--- config.mk ---
export PLATFORM = sky130hd
export DESIGN_NAME = wb_initiator_flat
export DESIGN_NICKNAME = d
export VERILOG_FILES = /design/src/rtl/wb_initiator_if.sv /design/src/rtl/wb_initiator.sv /design/src/flat_wrapper.sv
export SDC_FILE = /design/constraint.sdc
export NUM_CORES = 1
export LEC_CHECK = 0
export BUFFER_PORTS_ARGS = -buffer_cell sky130_fd_sc_hd__clkbuf_2
export CAP_MARGIN = 20
export CELL_PAD_IN_SITES_DETAIL_PLACEMENT = 1
export CELL_PAD_IN_SITES_GLOBAL_PLACEMENT = 2
export CORE_MARGIN = 4
export CORE_UTILIZATION = 25
export DETAILED_ROUTE_END_ITERATION = 8
export GPL_TIMING_DRIVEN = 1
export PLACE_DENSITY_LB_ADDON = 0.2
export SYNTH_ARGS = -nofsm -noshare
export SYNTH_HDL_FRONTEND = slang
export SYNTH_SLANG_ARGS = --single-unit
--- constraint.sdc ---
create_clock -name wb_clk_i -period 3.2 [get_ports wb_clk_i]
set_input_delay 0.16 -clock wb_clk_i [delete_from_list [all_inputs] [get_ports wb_clk_i]]
set_output_delay 0.16 -clock wb_clk_i [all_outputs]
set_load 0.05 [all_outputs]
--- src/rtl/wb_initiator_if.sv ---
// Command/response streams plus the Wishbone classic master bus of wb_initiator.
// The master modport is the initiator's view; slave is the view of whoever
// drives commands, consumes responses and answers bus cycles.
interface wb_initiator_if;
  // Command stream
  logic        cmd_valid;
  logic        cmd_ready;
  logic        cmd_we;
  logic [31:0] cmd_adr;
  logic [31:0] cmd_dat;
  logic [3:0]  cmd_sel;
  // Response stream
  logic        rsp_valid;
  logic        rsp_ready;
  logic [31:0] rsp_dat;
  logic        rsp_err;
  // Wishbone master bus
  logic        wbm_cyc_o;
  logic        wbm_stb_o;
  logic        wbm_we_o;
  logic [31:0] wbm_adr_o;
  logic [31:0] wbm_dat_o;
  logic [3:0]  wbm_sel_o;
  logic [31:0] wbm_dat_i;
  logic        wbm_ack_i;
  // Status
  logic        busy;

  modport master (
    input  cmd_valid, cmd_we, cmd_adr, cmd_dat, cmd_sel, rsp_ready, wbm_dat_i, wbm_ack_i,
    output cmd_ready, rsp_valid, rsp_dat, rsp_err,
    output wbm_cyc_o, wbm_stb_o, wbm_we_o, wbm_adr_o, wbm_dat_o, wbm_sel_o, busy
  );

  modport slave (
    output cmd_valid, cmd_we, cmd_adr, cmd_dat, cmd_sel, rsp_ready, wbm_dat_i, wbm_ack_i,
    input  cmd_ready, rsp_valid, rsp_dat, rsp_err,
    input  wbm_cyc_o, wbm_stb_o, wbm_we_o, wbm_adr_o, wbm_dat_o, wbm_sel_o, busy
  );
endinterface

--- src/rtl/wb_initiator.sv ---
// Single-outstanding Wishbone classic-cycle master. Turns one accepted command
// into one bus cycle, enforces an idle gap afterwards, and returns read data or
// a timeout error on a held response stream.
module wb_initiator #(
  parameter int unsigned TIMEOUT = 255,  // 1..65535 cycles without ack before abort
  parameter int unsigned GAP     = 1     // >= 1 idle cycles after every bus cycle
) (
  input logic            wb_clk_i,
  input logic            wb_rst_n_i,
  wb_initiator_if.master bus
);

  localparam int unsigned      GapW    = $clog2(GAP + 1);
  localparam logic [15:0]      ToLast  = 16'(TIMEOUT - 1);
  localparam logic [GapW-1:0]  GapLast = GapW'(GAP - 1);

  typedef enum logic [1:0] {StIdle, StBus, StGapW, StResp} state_e;

  state_e          state_q, state_d;
  logic            cyc_q, cyc_d;
  logic            we_q, we_d;
  logic [31:0]     adr_q, adr_d;
  logic [31:0]     dat_q, dat_d;
  logic [3:0]      sel_q, sel_d;
  logic            rsp_valid_q, rsp_valid_d;
  logic [31:0]     rsp_dat_q, rsp_dat_d;
  logic            rsp_err_q, rsp_err_d;
  logic [15:0]     tcnt_q, tcnt_d;
  logic [GapW-1:0] gcnt_q, gcnt_d;
  logic            cmd_ready;

  // A new command is only taken once the previous response has been consumed.
  assign cmd_ready = (state_q == StIdle) && !rsp_valid_q;

  // Next-state and next-output logic for the cycle sequencer.
  always_comb begin
    state_d     = state_q;
    cyc_d       = cyc_q;
    we_d        = we_q;
    adr_d       = adr_q;
    dat_d       = dat_q;
    sel_d       = sel_q;
    rsp_valid_d = rsp_valid_q;
    rsp_dat_d   = rsp_dat_q;
    rsp_err_d   = rsp_err_q;
    tcnt_d      = tcnt_q;
    gcnt_d      = gcnt_q;
    unique case (state_q)
      StIdle: begin
        if (bus.cmd_valid && cmd_ready) begin
          we_d    = bus.cmd_we;
          adr_d   = bus.cmd_adr;
          dat_d   = bus.cmd_dat;
          sel_d   = bus.cmd_sel;
          cyc_d   = 1'b1;
          tcnt_d  = '0;
          state_d = StBus;
        end
      end
      StBus: begin
        // ack is checked first so it wins over a coincident timeout
        if (bus.wbm_ack_i) begin
          rsp_dat_d = we_q ? 32'h0 : bus.wbm_dat_i;
          rsp_err_d = 1'b0;
          cyc_d     = 1'b0;
          gcnt_d    = '0;
          state_d   = StGapW;
        end else if (tcnt_q == ToLast) begin
          rsp_dat_d = 32'h0;
          rsp_err_d = 1'b1;
          cyc_d     = 1'b0;
          gcnt_d    = '0;
          state_d   = StGapW;
        end else begin
          tcnt_d = tcnt_q + 16'd1;
        end
      end
      StGapW: begin
        // Late acks land here and are deliberately not looked at.
        if (gcnt_q == GapLast) begin
          rsp_valid_d = 1'b1;
          state_d     = StResp;
        end else begin
          gcnt_d = gcnt_q + 1'b1;
        end
      end
      StResp: begin
        if (bus.rsp_ready) begin
          rsp_valid_d = 1'b0;
          state_d     = StIdle;
        end
      end
      default: state_d = StIdle;
    endcase
  end

  // State and output registers with synchronous active-low reset.
  always_ff @(posedge wb_clk_i) begin
    if (!wb_rst_n_i) begin
      state_q     <= StIdle;
      cyc_q       <= 1'b0;
      we_q        <= 1'b0;
      adr_q       <= 32'h0;
      dat_q       <= 32'h0;
      sel_q       <= 4'h0;
      rsp_valid_q <= 1'b0;
      rsp_dat_q   <= 32'h0;
      rsp_err_q   <= 1'b0;
      tcnt_q      <= '0;
      gcnt_q      <= '0;
    end else begin
      state_q     <= state_d;
      cyc_q       <= cyc_d;
      we_q        <= we_d;
      adr_q       <= adr_d;
      dat_q       <= dat_d;
      sel_q       <= sel_d;
      rsp_valid_q <= rsp_valid_d;
      rsp_dat_q   <= rsp_dat_d;
      rsp_err_q   <= rsp_err_d;
      tcnt_q      <= tcnt_d;
      gcnt_q      <= gcnt_d;
    end
  end

  assign bus.cmd_ready = cmd_ready;
  assign bus.wbm_cyc_o = cyc_q;
  assign bus.wbm_stb_o = cyc_q;
  assign bus.wbm_we_o  = we_q;
  assign bus.wbm_adr_o = adr_q;
  assign bus.wbm_dat_o = dat_q;
  assign bus.wbm_sel_o = sel_q;
  assign bus.rsp_valid = rsp_valid_q;
  assign bus.rsp_dat   = rsp_dat_q;
  assign bus.rsp_err   = rsp_err_q;
  assign bus.busy      = (state_q != StIdle);

endmodule

--- src/flat_wrapper.sv ---
// flat-port wrapper written by rule: the top's interface ports become plain ports
module wb_initiator_flat 
#(
  parameter int unsigned TIMEOUT = 255,                                             
  parameter int unsigned GAP     = 1                                              
)
  (wb_clk_i, wb_rst_n_i, bus_cmd_valid, bus_cmd_we, bus_cmd_adr, bus_cmd_dat, bus_cmd_sel, bus_rsp_ready, bus_wbm_dat_i, bus_wbm_ack_i, bus_cmd_ready, bus_rsp_valid, bus_rsp_dat, bus_rsp_err, bus_wbm_cyc_o, bus_wbm_stb_o, bus_wbm_we_o, bus_wbm_adr_o, bus_wbm_dat_o, bus_wbm_sel_o, bus_busy);
  wb_initiator_if bus_i ();
  input logic wb_clk_i;
  input logic wb_rst_n_i;
  input wire logic [$bits(bus_i.cmd_valid)-1:0] bus_cmd_valid;
  input wire logic [$bits(bus_i.cmd_we)-1:0] bus_cmd_we;
  input wire logic [$bits(bus_i.cmd_adr)-1:0] bus_cmd_adr;
  input wire logic [$bits(bus_i.cmd_dat)-1:0] bus_cmd_dat;
  input wire logic [$bits(bus_i.cmd_sel)-1:0] bus_cmd_sel;
  input wire logic [$bits(bus_i.rsp_ready)-1:0] bus_rsp_ready;
  input wire logic [$bits(bus_i.wbm_dat_i)-1:0] bus_wbm_dat_i;
  input wire logic [$bits(bus_i.wbm_ack_i)-1:0] bus_wbm_ack_i;
  output wire logic [$bits(bus_i.cmd_ready)-1:0] bus_cmd_ready;
  output wire logic [$bits(bus_i.rsp_valid)-1:0] bus_rsp_valid;
  output wire logic [$bits(bus_i.rsp_dat)-1:0] bus_rsp_dat;
  output wire logic [$bits(bus_i.rsp_err)-1:0] bus_rsp_err;
  output wire logic [$bits(bus_i.wbm_cyc_o)-1:0] bus_wbm_cyc_o;
  output wire logic [$bits(bus_i.wbm_stb_o)-1:0] bus_wbm_stb_o;
  output wire logic [$bits(bus_i.wbm_we_o)-1:0] bus_wbm_we_o;
  output wire logic [$bits(bus_i.wbm_adr_o)-1:0] bus_wbm_adr_o;
  output wire logic [$bits(bus_i.wbm_dat_o)-1:0] bus_wbm_dat_o;
  output wire logic [$bits(bus_i.wbm_sel_o)-1:0] bus_wbm_sel_o;
  output wire logic [$bits(bus_i.busy)-1:0] bus_busy;
  assign bus_i.cmd_valid = bus_cmd_valid;
  assign bus_i.cmd_we = bus_cmd_we;
  assign bus_i.cmd_adr = bus_cmd_adr;
  assign bus_i.cmd_dat = bus_cmd_dat;
  assign bus_i.cmd_sel = bus_cmd_sel;
  assign bus_i.rsp_ready = bus_rsp_ready;
  assign bus_i.wbm_dat_i = bus_wbm_dat_i;
  assign bus_i.wbm_ack_i = bus_wbm_ack_i;
  assign bus_cmd_ready = bus_i.cmd_ready;
  assign bus_rsp_valid = bus_i.rsp_valid;
  assign bus_rsp_dat = bus_i.rsp_dat;
  assign bus_rsp_err = bus_i.rsp_err;
  assign bus_wbm_cyc_o = bus_i.wbm_cyc_o;
  assign bus_wbm_stb_o = bus_i.wbm_stb_o;
  assign bus_wbm_we_o = bus_i.wbm_we_o;
  assign bus_wbm_adr_o = bus_i.wbm_adr_o;
  assign bus_wbm_dat_o = bus_i.wbm_dat_o;
  assign bus_wbm_sel_o = bus_i.wbm_sel_o;
  assign bus_busy = bus_i.busy;
  wb_initiator #(.TIMEOUT(TIMEOUT), .GAP(GAP)) u_core (.wb_clk_i(wb_clk_i), .wb_rst_n_i(wb_rst_n_i), .bus(bus_i));
endmodule
==> results of run 1 <==
## kinds of logic after synthesis
family	synth area share
multiplexers	0.00412
AND/OR/NAND/NOR	0.253
buffers and inverters	0.0458
adder cells (fa/ha/maj)	0.0180
AO/OA/AOI/OAI	0.177
flip-flops	0.502
## path summary, 6_finish.rpt
path / start / endpoint / slack [ps] / depth (start not counted)
worst max-delay path: u_core.state_q[1] / u_core.tcnt_q[14] / 650 / 7
worst min register to register: u_core.bus.rsp_dat[0] / u_core.bus.rsp_dat[0] / 450 / 2
worst max register to register: u_core.state_q[1] / u_core.tcnt_q[14] / 650 / 7
worst min-delay path: bus_wbm_dat_i[19] / u_core.bus.rsp_dat[19] / 20 / 3
## sequential cells by signal, indices dropped and copies added, names as in the netlist, 2 cells and up
| register | flops |
|---|---|
| u_core.bus.rsp_dat | 32 |
| u_core.bus.wbm_sel_o | 4 |
| u_core.state_q | 2 |
| u_core.tcnt_q | 16 |
| u_core.bus.wbm_adr_o | 32 |
| u_core.bus.wbm_dat_o | 32 |
## critical path: stages (launching register included)
cell      delay [ps]
dfxtp_1          340
inv_1            120
ha_1             180
nand2b_1         200
a211o_1          420
nor4b_1          740
a31oi_1          190
o211a_1          250
## final cells by class
cell class | instances | area (um2)
Clock inverter | 12 | 141
Fill cell | 2319 | 11300
Clock buffer | 20 | 457
Inverter | 9 | 35.0
Timing Repair Buffer | 301 | 1940
Tap cell | 260 | 325
Multi-Input combinational cell | 415 | 2200
Sequential cell | 122 | 2440
## metal layers
metal	up-vias	part of all wire	GRT usage
met5	-	0	0
met4	0	0.018	0.0643
met3	24	0.075	0.0595
met2	164	0.49	0.286
met1	2539	0.42	0.188
li1	2595	-	-
## report_power, final
group	switching, W	internal, W
combinational	0.00199	0.000679
clock	0.000748	0.00120
sequential	0.000175	0.00180
## through the flow
stage | instances | hold WS, ps
floorplan | 593 | 296
global placement | 1028 | 383
detailed placement | 1028 | 390
CTS | 1139 | 0.166
global route | 1139 | 15.0
finish | 1139 | 19.0
## cells in the final DEF (no fill, tap or decap), types with 3 or more instances in the layout
| master | synthesis | layout |
|---|---|---|
| a211oi_1 | 3 | 3 |
| a21o_1 | 3 | 3 |
| a21oi_1 | 106 | 106 |
| a311oi_1 | 4 | 4 |
| a31oi_1 | 5 | 5 |
| buf_4 | 1 | 9 |
| clkbuf_16 | 0 | 17 |
| clkbuf_2 | 0 | 212 |
| clkinv_4 | 0 | 3 |
| clkinvlp_4 | 0 | 5 |
| dfxtp_1 | 122 | 122 |
| dlygate4sd3_1 | 0 | 79 |
| ha_1 | 7 | 7 |
| inv_1 | 8 | 7 |
| nand2_1 | 179 | 178 |
| nand2b_1 | 5 | 5 |
| nand4_1 | 4 | 4 |
| nand4b_1 | 32 | 32 |
| nor2_1 | 11 | 11 |
| nor3_1 | 7 | 7 |
| nor4_1 | 4 | 4 |
| o21ai_0 | 6 | 6 |
| o31ai_1 | 3 | 3 |
| or3_1 | 3 | 3 |
## what timing repair did
item | CTS | global route
setup buffers | 0 | 0
hold endpoints to repair | 79 | 0
hold buffers | 79 | 0
==> run metrics, run 1 <==
minimum clock period 2550 ps; vias in the first global route 5800; Synth Cell Area 4860 um2; Final ANT Viol Nets 0; sequential share of the synthesized area 0.502; Setup crit start kind register; DR pass1 iterations 4; final cycle utilization of the critical path 0.797; Port Buffer Count 212; total power after layout 0.00659 W; RSZ-0062 raised after global routing false; post-synth top area cell dfxtp_1; core area 18900 um2; Post-Route Setup TNS 0 ps; Syn Inst Count slightly below 600; CTS root buffer clkbuf_16; synthesis-to-finish area growth 55.2%; Area after DPL 6150 um2; maximum clock frequency roughly 0.39 GHz; IO Count 213; GR Overflow Total 0; layout cells sized above 1 0.296; CTS tree built; endpoints failing setup 0; initial antenna violation count 0; Worst-Skew Late Latency ~420 ps; # nets final 979; Synth area leaders dfxtp_1 (50%), nand2_1 (14%), a21oi_1 (11%), nand4b_1 (5.8%), clkbuf_1 (3.3%); H-tree levels 4; VDD IR max 367 uV; DIE AREA 21700 um2; DP HPWL approximately 12 mm; hold crit path type input pin to register; Vias/cell about 4.7; largest net degree at the start of global routing 70; Clock Skew 7.86 ps; DRT iter0 DRCs approximately 180; PwrDens 873 nW/um2; status finished clean; WS Path Type register to register; Tot GR Track Use 0.166; Critical Path End Type register; Routed Wire Length 17.9 mm; Post-synth EDFFs 0; Syn Nets about 710; # Max-Cap Violations 0; CTS Buf Count 17; DRC errors left 0; Lkg Pwr 3.18 nW; syn_area_per_cell just over 8 um2; CP Data Arrival Time 2860 ps; Die Span Y 147 um; CTS max path bufs 2; first-pass GRT wire length 29.5 mm; peak fanout along the critical path 8; dominant cell by count in the synthesized netlist nand2_1; fin worst setup slack 648 ps; die width 147 um; Synthesis Warnings 0; Final Slew Violations 0; CP Data Required Time 3500 ps; diodes inserted 0; dpl ws 672 ps; routed length per placed instance 15.7 um; Starting Density 0.257; post-cts resize count 0; Yosys cell types 50; share of the synthesized area in the top cell type 0.502; Commonest cells post-synth nand2_1 (179), dfxtp_1 (122), a21oi_1 (106); design area about 7500 um2; Async SR Flop Fraction 0; routed via count 5322; post-synthesis register bit count 122; Slew HR 0.365; Worst Tran Pin Value 952 ps; Final GP Congestion 0.758; num rows 50; Clock Sinks 122; clock-pin slew on the worst setup and hold paths 60 ps; prevailing post-synth register cell dfxtp_1; Final Core Density 0.399; Hold Vio Cnt, Final 0
No activity file was read; power rests on OpenSTA's default activity.
==> run 2: changes to the inputs <==
- clock period: 3.2 -> 2.65 ns (I/O delays scaled with it)
==> run 2 against run 1 <==
Maximum frequency up 4.3%. Global-route usage up 0.33 points. Highest routed layer unchanged. Sequential power up 21%. Total power up 23%. Largest power group unchanged. Setup slack worse by 440 ps. Critical endpoint is now u_core.tcnt_q[2]. Sequential share of layout area down 1.0 points.
==> run metrics, run 2 (synthesis gave the netlist of run 1 again) <==
worst r2r path cells 8 (was 7); Starting Density 0.257 (unchanged); Critical Path End Type register (unchanged); Worst Tran Pin Value 969 ps (was 952 ps); minimum clock period 2450 ps (was 2550 ps); peak fanout along the critical path 12 (was 8); Tot GR Track Use 0.169 (was 0.166); DIE AREA 21700 um2 (unchanged); H-tree levels 4 (unchanged); RSZ-0062 raised after global routing false (unchanged); clock-pin slew on the worst setup and hold paths 50 ps (was 60 ps); initial antenna violation count 0 (unchanged); Final GP Congestion 0.732 (was 0.758); Worst-Skew Late Latency 410 ps (was 420 ps); Clock Skew 7.42 ps (was 7.86 ps); DRC errors left 0 (unchanged); Vias/cell 4.68 (was 4.67); final cycle utilization of the critical path 0.923 (was 0.797); Hold Path End u_core.bus.rsp_dat[24] (was u_core.bus.rsp_dat[19]); post-cts resize count 0 (unchanged); # Max-Cap Violations 0 (unchanged); DRT iter0 DRCs 188 (was 183); maximum clock frequency 0.409 GHz (was 0.392 GHz); DR pass1 iterations 4 (unchanged); synthesis-to-finish area growth 60.4% (was 55.2%); most common cell after layout, fill and taps aside clkbuf_2 (unchanged); Final Core Density 0.413 (was 0.399); PwrDens 1040 nW/um2 (was 873 nW/um2); die width 147 um (unchanged); Final ANT Viol Nets 0 (unchanged); vias in the first global route 5792 (was 5800); diodes inserted 0 (unchanged); largest net degree at the start of global routing 71 (was 70); CP Data Required Time 2950 ps (was 3500 ps); Routed Wire Length 18.5 mm (was 17.9 mm); Port Buffer Count 212 (unchanged); critical path's largest stage delay 650 ps (was 740 ps); layout cells sized above 1 0.290 (was 0.296); worst path bufs/invs 2 (was 1); CTS root buffer clkbuf_16 (unchanged); status finished clean (unchanged); hold crit path type input pin to register (unchanged); Setup crit start kind register (unchanged); CP top delay family simple AND/OR/NAND/NOR gates (unchanged); post-CTS setup buffer count 0 (unchanged); routed length per placed instance 16.0 um (was 15.7 um); Post-Route Setup TNS 0 ps (unchanged); Lkg Pwr 3.31 nW (was 3.18 nW); Worst path slowest cell nor3_1 (was nor4b_1); Hold Startpoint bus_wbm_dat_i[24] (was bus_wbm_dat_i[19]); first-pass GRT wire length 29.7 mm (was 29.5 mm); routed via count 5415 (was 5322); DP HPWL 12.1 mm (was 12.0 mm); endpoints failing setup 0 (unchanged); core area 18900 um2 (unchanged); Slew HR 0.353 (was 0.365); reg2reg end u_core.tcnt_q[2] (was u_core.tcnt_q[14]); Hold Vio Cnt, Final 0 (unchanged); Die Span Y 147 um (unchanged); # nets final 1000 (was 979); VDD IR max 443 uV (was 367 uV); r2r startpoint u_core.tcnt_q[0] (was u_core.state_q[1]); CTS Buf Count 17 (unchanged); # fillers 2275 (was 2319); Clock Sinks 122 (unchanged); IO Count 213 (unchanged); WS Path Type register to register (unchanged); CP Data Arrival Time 2750 ps (was 2860 ps); CTS tree built (unchanged); Hold Crit Depth 3 (unchanged); Inst Count DP 1030 (was 1028); Non-Filler Instances 1158 (was 1139); critical-path cell list inv_1 -> ha_1 -> or4b_1 -> nor4_4 -> buf_4 -> nor3_1 -> a21oi_1 -> a311oi_1 (was inv_1 -> ha_1 -> nand2b_1 -> a211o_1 -> nor4b_1 -> a31oi_1 -> o211a_1); num rows 50 (unchanged); CTS max path bufs 2 (unchanged); Final Slew Violations 0 (unchanged); Worst R2R Setup Slack 200 ps (was 650 ps); commonest non-fill, non-tap cells in the layout clkbuf_2 (212), nand2_1 (178), dfxtp_1 (122) (unchanged); GR Overflow Total 0 (unchanged)
==> run 2: changes by cell type in the layout (fill, tap and decap cells not counted) <==
| cell | change |
|---|---|
| buf_12 | +2 |
| bufinv_16 | +2 |
| clkbuf_1 | +1 |
| clkbuf_8 | +1 |
| clkinv_2 | +3 |
| clkinv_4 | -3 |
| clkinvlp_4 | -4 |
| dlygate4sd3_1 | +19 |
| inv_6 | -2 |
| nor2b_1 | -1 |
| nor2b_2 | +1 |
==> run 2: routing by layer <==
layer  track usage  vias up  share of wire
li1              -     2632              -
met1         0.187     2587           0.41
met2         0.304      178           0.50
met3        0.0607       18          0.075
met4        0.0536        0          0.013
met5             0        -              0
==> run 2: power by group <==
part | switching, W | internal, W | total, W
logic | 0.00242 | 0.000867 | 0.00328
registers | 0.000217 | 0.00217 | 0.00239
clock network | 0.000824 | 0.00163 | 0.00246
==> run 2: layout make-up <==
class                      count  area (um2)  share of cell area
sequential                   122        2440               0.313
multi-input combinational    415        2210               0.283
timing repair buffer         322        2170               0.278
clock buffer                  22         474              0.0608
tap                          260         325              0.0417
clock inverter                 8         143              0.0183
inverter                       9        35.0             0.00449
==> run 2: how the worst max path moves through the flow <==
stage / start / slack (ps) / depth (start not counted) / endpoint
global placement: u_core.tcnt_q[0] / 290 / 8 / u_core.tcnt_q[2]
CTS: u_core.tcnt_q[0] / 120 / 8 / u_core.tcnt_q[2]
global route: u_core.tcnt_q[0] / 30 / 8 / u_core.tcnt_q[2]
detailed placement: u_core.tcnt_q[0] / 170 / 8 / u_core.tcnt_q[2]
finish: u_core.tcnt_q[0] / 200 / 8 / u_core.tcnt_q[2]
floorplan: u_core.state_q[0] / 250 / 9 / u_core.bus.wbm_dat_o[19]
==> run 2: repair_timing <==
item / 4_1_cts / 5_1_grt
hold endpoints to repair: 98 / 0
endpoints found under the setup margin: 0 / 1
hold buffers: 98 / 0
==> run 2: metrics by stage <==
stage / hold slack, ps / power, W / area (um2) / setup slack, ps
after floorplan: 269 / 0.00471 / 4860 / 251
after global placement: 355 / 0.00554 / 6200 / 295
after detailed placement: 362 / 0.00562 / 6200 / 173
after CTS: 0.898 / 0.00823 / 7790 / 119
after global routing: 22.0 / 0.00858 / 7790 / 27.5
final: 10.1 / 0.00812 / 7790 / 204
==> run 2: tightest hold or removal path: cells and delay by family <==
family / cells / cell delay [ps]
AO/OA/AOI/OAI: 1 / 60
buffers and inverters: 1 / 90
AND/OR/NAND/NOR: 1 / 80
==> run 3: changes to the inputs <==
- BUFFER_PORTS_ARGS: -buffer_cell sky130_fd_sc_hd__clkbuf_2 -> unset
- DONT_BUFFER_PORTS: unset -> 1
==> run 3 against run 2 <==
Highest routed layer unchanged. Register-to-register slack is essentially flat. Via count shrank 13%. Maximum frequency shrank 0.14%. Sequential cell count is the same. Clock power grew 2%. Routed wire length shrank 9.0%. Critical path depth is the same.
==> run metrics, run 3 (synthesis gave the netlist of run 1 again) <==
CTS root buffer clkbuf_16 (unchanged); clock-pin slew on the worst setup and hold paths 60 ps (was 50 ps); DP HPWL 10.9 mm (was 12.1 mm); Hold Vio Cnt, Final 0 (unchanged); minimum clock period 2450 ps (about the same); routed via count 4709 (was 5415); Worst path slowest cell nor4b_1 (was nor3_1); Clock Skew 8.66 ps (was 7.42 ps); DRC errors left 0 (unchanged); Non-Filler Instances 960 (was 1158); DIE AREA 21700 um2 (unchanged); Die Span Y 147 um (unchanged); IO Count 213 (unchanged); routed length per placed instance 17.6 um (was 16.0 um); diodes inserted 0 (unchanged); Setup crit start kind register (unchanged); critical-path cell list inv_1 -> ha_1 -> nand2b_1 -> buf_4 -> a211o_1 -> nor4b_1 -> a31oi_1 -> o211a_1 (was inv_1 -> ha_1 -> or4b_1 -> nor4_4 -> buf_4 -> nor3_1 -> a21oi_1 -> a311oi_1); Lkg Pwr 2.44 nW (was 3.31 nW); CP Data Arrival Time 2750 ps (about the same); Starting Density 0.257 (unchanged); Routed Wire Length 16.9 mm (was 18.5 mm); DR pass1 iterations 4 (unchanged); Worst Tran Pin Value 933 ps (was 969 ps); Final GP Congestion 0.728 (was 0.732); CTS Buf Count 17 (unchanged); post-CTS setup buffer count 0 (unchanged); die width 147 um (unchanged); Vias/cell 4.91 (was 4.68); # fillers 2194 (was 2275); final cycle utilization of the critical path 0.925 (was 0.923); # Max-Cap Violations 0 (unchanged); RSZ-0062 raised after global routing true (was false); hold crit path type input pin to register (unchanged); Hold Startpoint bus_wbm_ack_i (was bus_wbm_dat_i[24]); core area 18900 um2 (unchanged); synthesis-to-finish area growth 40.7% (was 60.4%); Tot GR Track Use 0.152 (was 0.169); PwrDens 1150 nW/um2 (was 1040 nW/um2); endpoints failing setup 0 (unchanged); most common cell after layout, fill and taps aside nand2_1 (was clkbuf_2); status finished clean (unchanged); # nets final 800 (was 1000); layout cells sized above 1 0.0843 (was 0.290); num rows 50 (unchanged); initial antenna violation count 0 (unchanged); WS Path Type register to register (unchanged); Critical Path End Type register (unchanged); Post-Route Setup TNS 0 ps (unchanged); peak fanout along the critical path 7 (was 12); maximum clock frequency 0.408 GHz (was 0.409 GHz); Worst-Skew Late Latency 410 ps (about the same); GR Overflow Total 0 (unchanged); VDD IR max 513 uV (was 443 uV); Slew HR 0.377 (was 0.353); CP startpoint u_core.state_q[1] (was u_core.tcnt_q[0]); vias in the first global route 4993 (was 5792); CTS tree built (unchanged); r2r startpoint u_core.state_q[1] (was u_core.tcnt_q[0]); Clock Sinks 122 (unchanged); commonest non-fill, non-tap cells in the layout nand2_1 (178), dfxtp_1 (122), a21oi_1 (106) (was clkbuf_2 (212), nand2_1 (178), dfxtp_1 (122)); Inst Count DP 824 (was 1030); H-tree levels 4 (unchanged); DRT iter0 DRCs 204 (was 188); first-pass GRT wire length 26.8 mm (was 29.7 mm); CTS max path bufs 2 (unchanged); CP Data Required Time 2950 ps (about the same); Final Slew Violations 0 (unchanged); largest net degree at the start of global routing 70 (was 71); critical path's largest stage delay 690 ps (was 650 ps); Final ANT Viol Nets 0 (unchanged); Port Buffer Count 0 (was 212)
-- run 3: cell types whose count changed in the layout (fill, tap and decap cells not counted), moves of 2 or more --
cell and delta:
clkbuf_8 -3, buf_4 +7, clkbuf_2 -212, dlygate4sd3_1 +5, clkbuf_1 -2, clkinv_4 +2
inv_6 +6
-- run 3: layout make-up --
cell class                 instances  area (um2)  share of cell area
clock inverter                    15         208              0.0304
inverter                           9        35.0             0.00512
clock buffer                      17         425              0.0622
tap                              260         325              0.0476
sequential                       122        2440               0.357
multi-input combinational        415        2210               0.323
timing repair buffer             122        1200               0.175
-- run 3: timing repair --
item / in CTS / in global routing
endpoints found under the setup margin: 0 / 2
endpoints found under the hold margin: 115 / 0
hold buffers: 104 / 0
resized for setup: 0 / 0
-- run 3: final timing paths --
kind / cells after the start / slack, ps / end
setup / recovery: 8 / 200 / u_core.tcnt_q[14]
hold / removal: 2 / 40 / u_core.bus.rsp_err
setup reg to reg: 8 / 200 / u_core.tcnt_q[14]
hold reg to reg: 1 / 470 / u_core.tcnt_q[15]
-- run 3: where the power goes --
part           leakage [nW]  switching, W  internal (W)  total, W
Sequential            0.995       0.00130       0.00217   0.00347
Clock                 0.309      0.000925       0.00159   0.00252
Combinational          1.14       0.00124      0.000657   0.00189
Total                  2.44       0.00346       0.00442   0.00788
-- run 3: metal layers --
layer,wire [um],up-vias,share of wire,track usage
met5,0,-,0,0
met4,276,0,0.016,0.0485
met3,1620,22,0.096,0.0684
met2,8290,175,0.49,0.262
met1,6670,2267,0.40,0.168
li1,-,2245,-,-
-- run 3: worst max-delay path, delay by kind of cell (launching register included) --
kind	cells	cell delay [ps]
AND/OR/NAND/NOR	2	780
AO/OA/AOI/OAI	3	770
flip-flops	1	340
buffers and inverters	2	270
adder cells (fa/ha/maj)	1	190
-- run 3: metrics by stage --
step	setup slack, ps	hold WS, ps	total power [W]	area [um2]	utilization
floorplan	251	269	0.00471	4860	-
global placement	29.6	239	0.00520	5150	0.273
detailed placement	192	243	0.00528	5150	0.273
CTS	152	11.1	0.00799	6840	0.362
global route	-24.2	33.3	0.00832	6840	0.362
finish	200	37.3	0.00788	6840	0.362
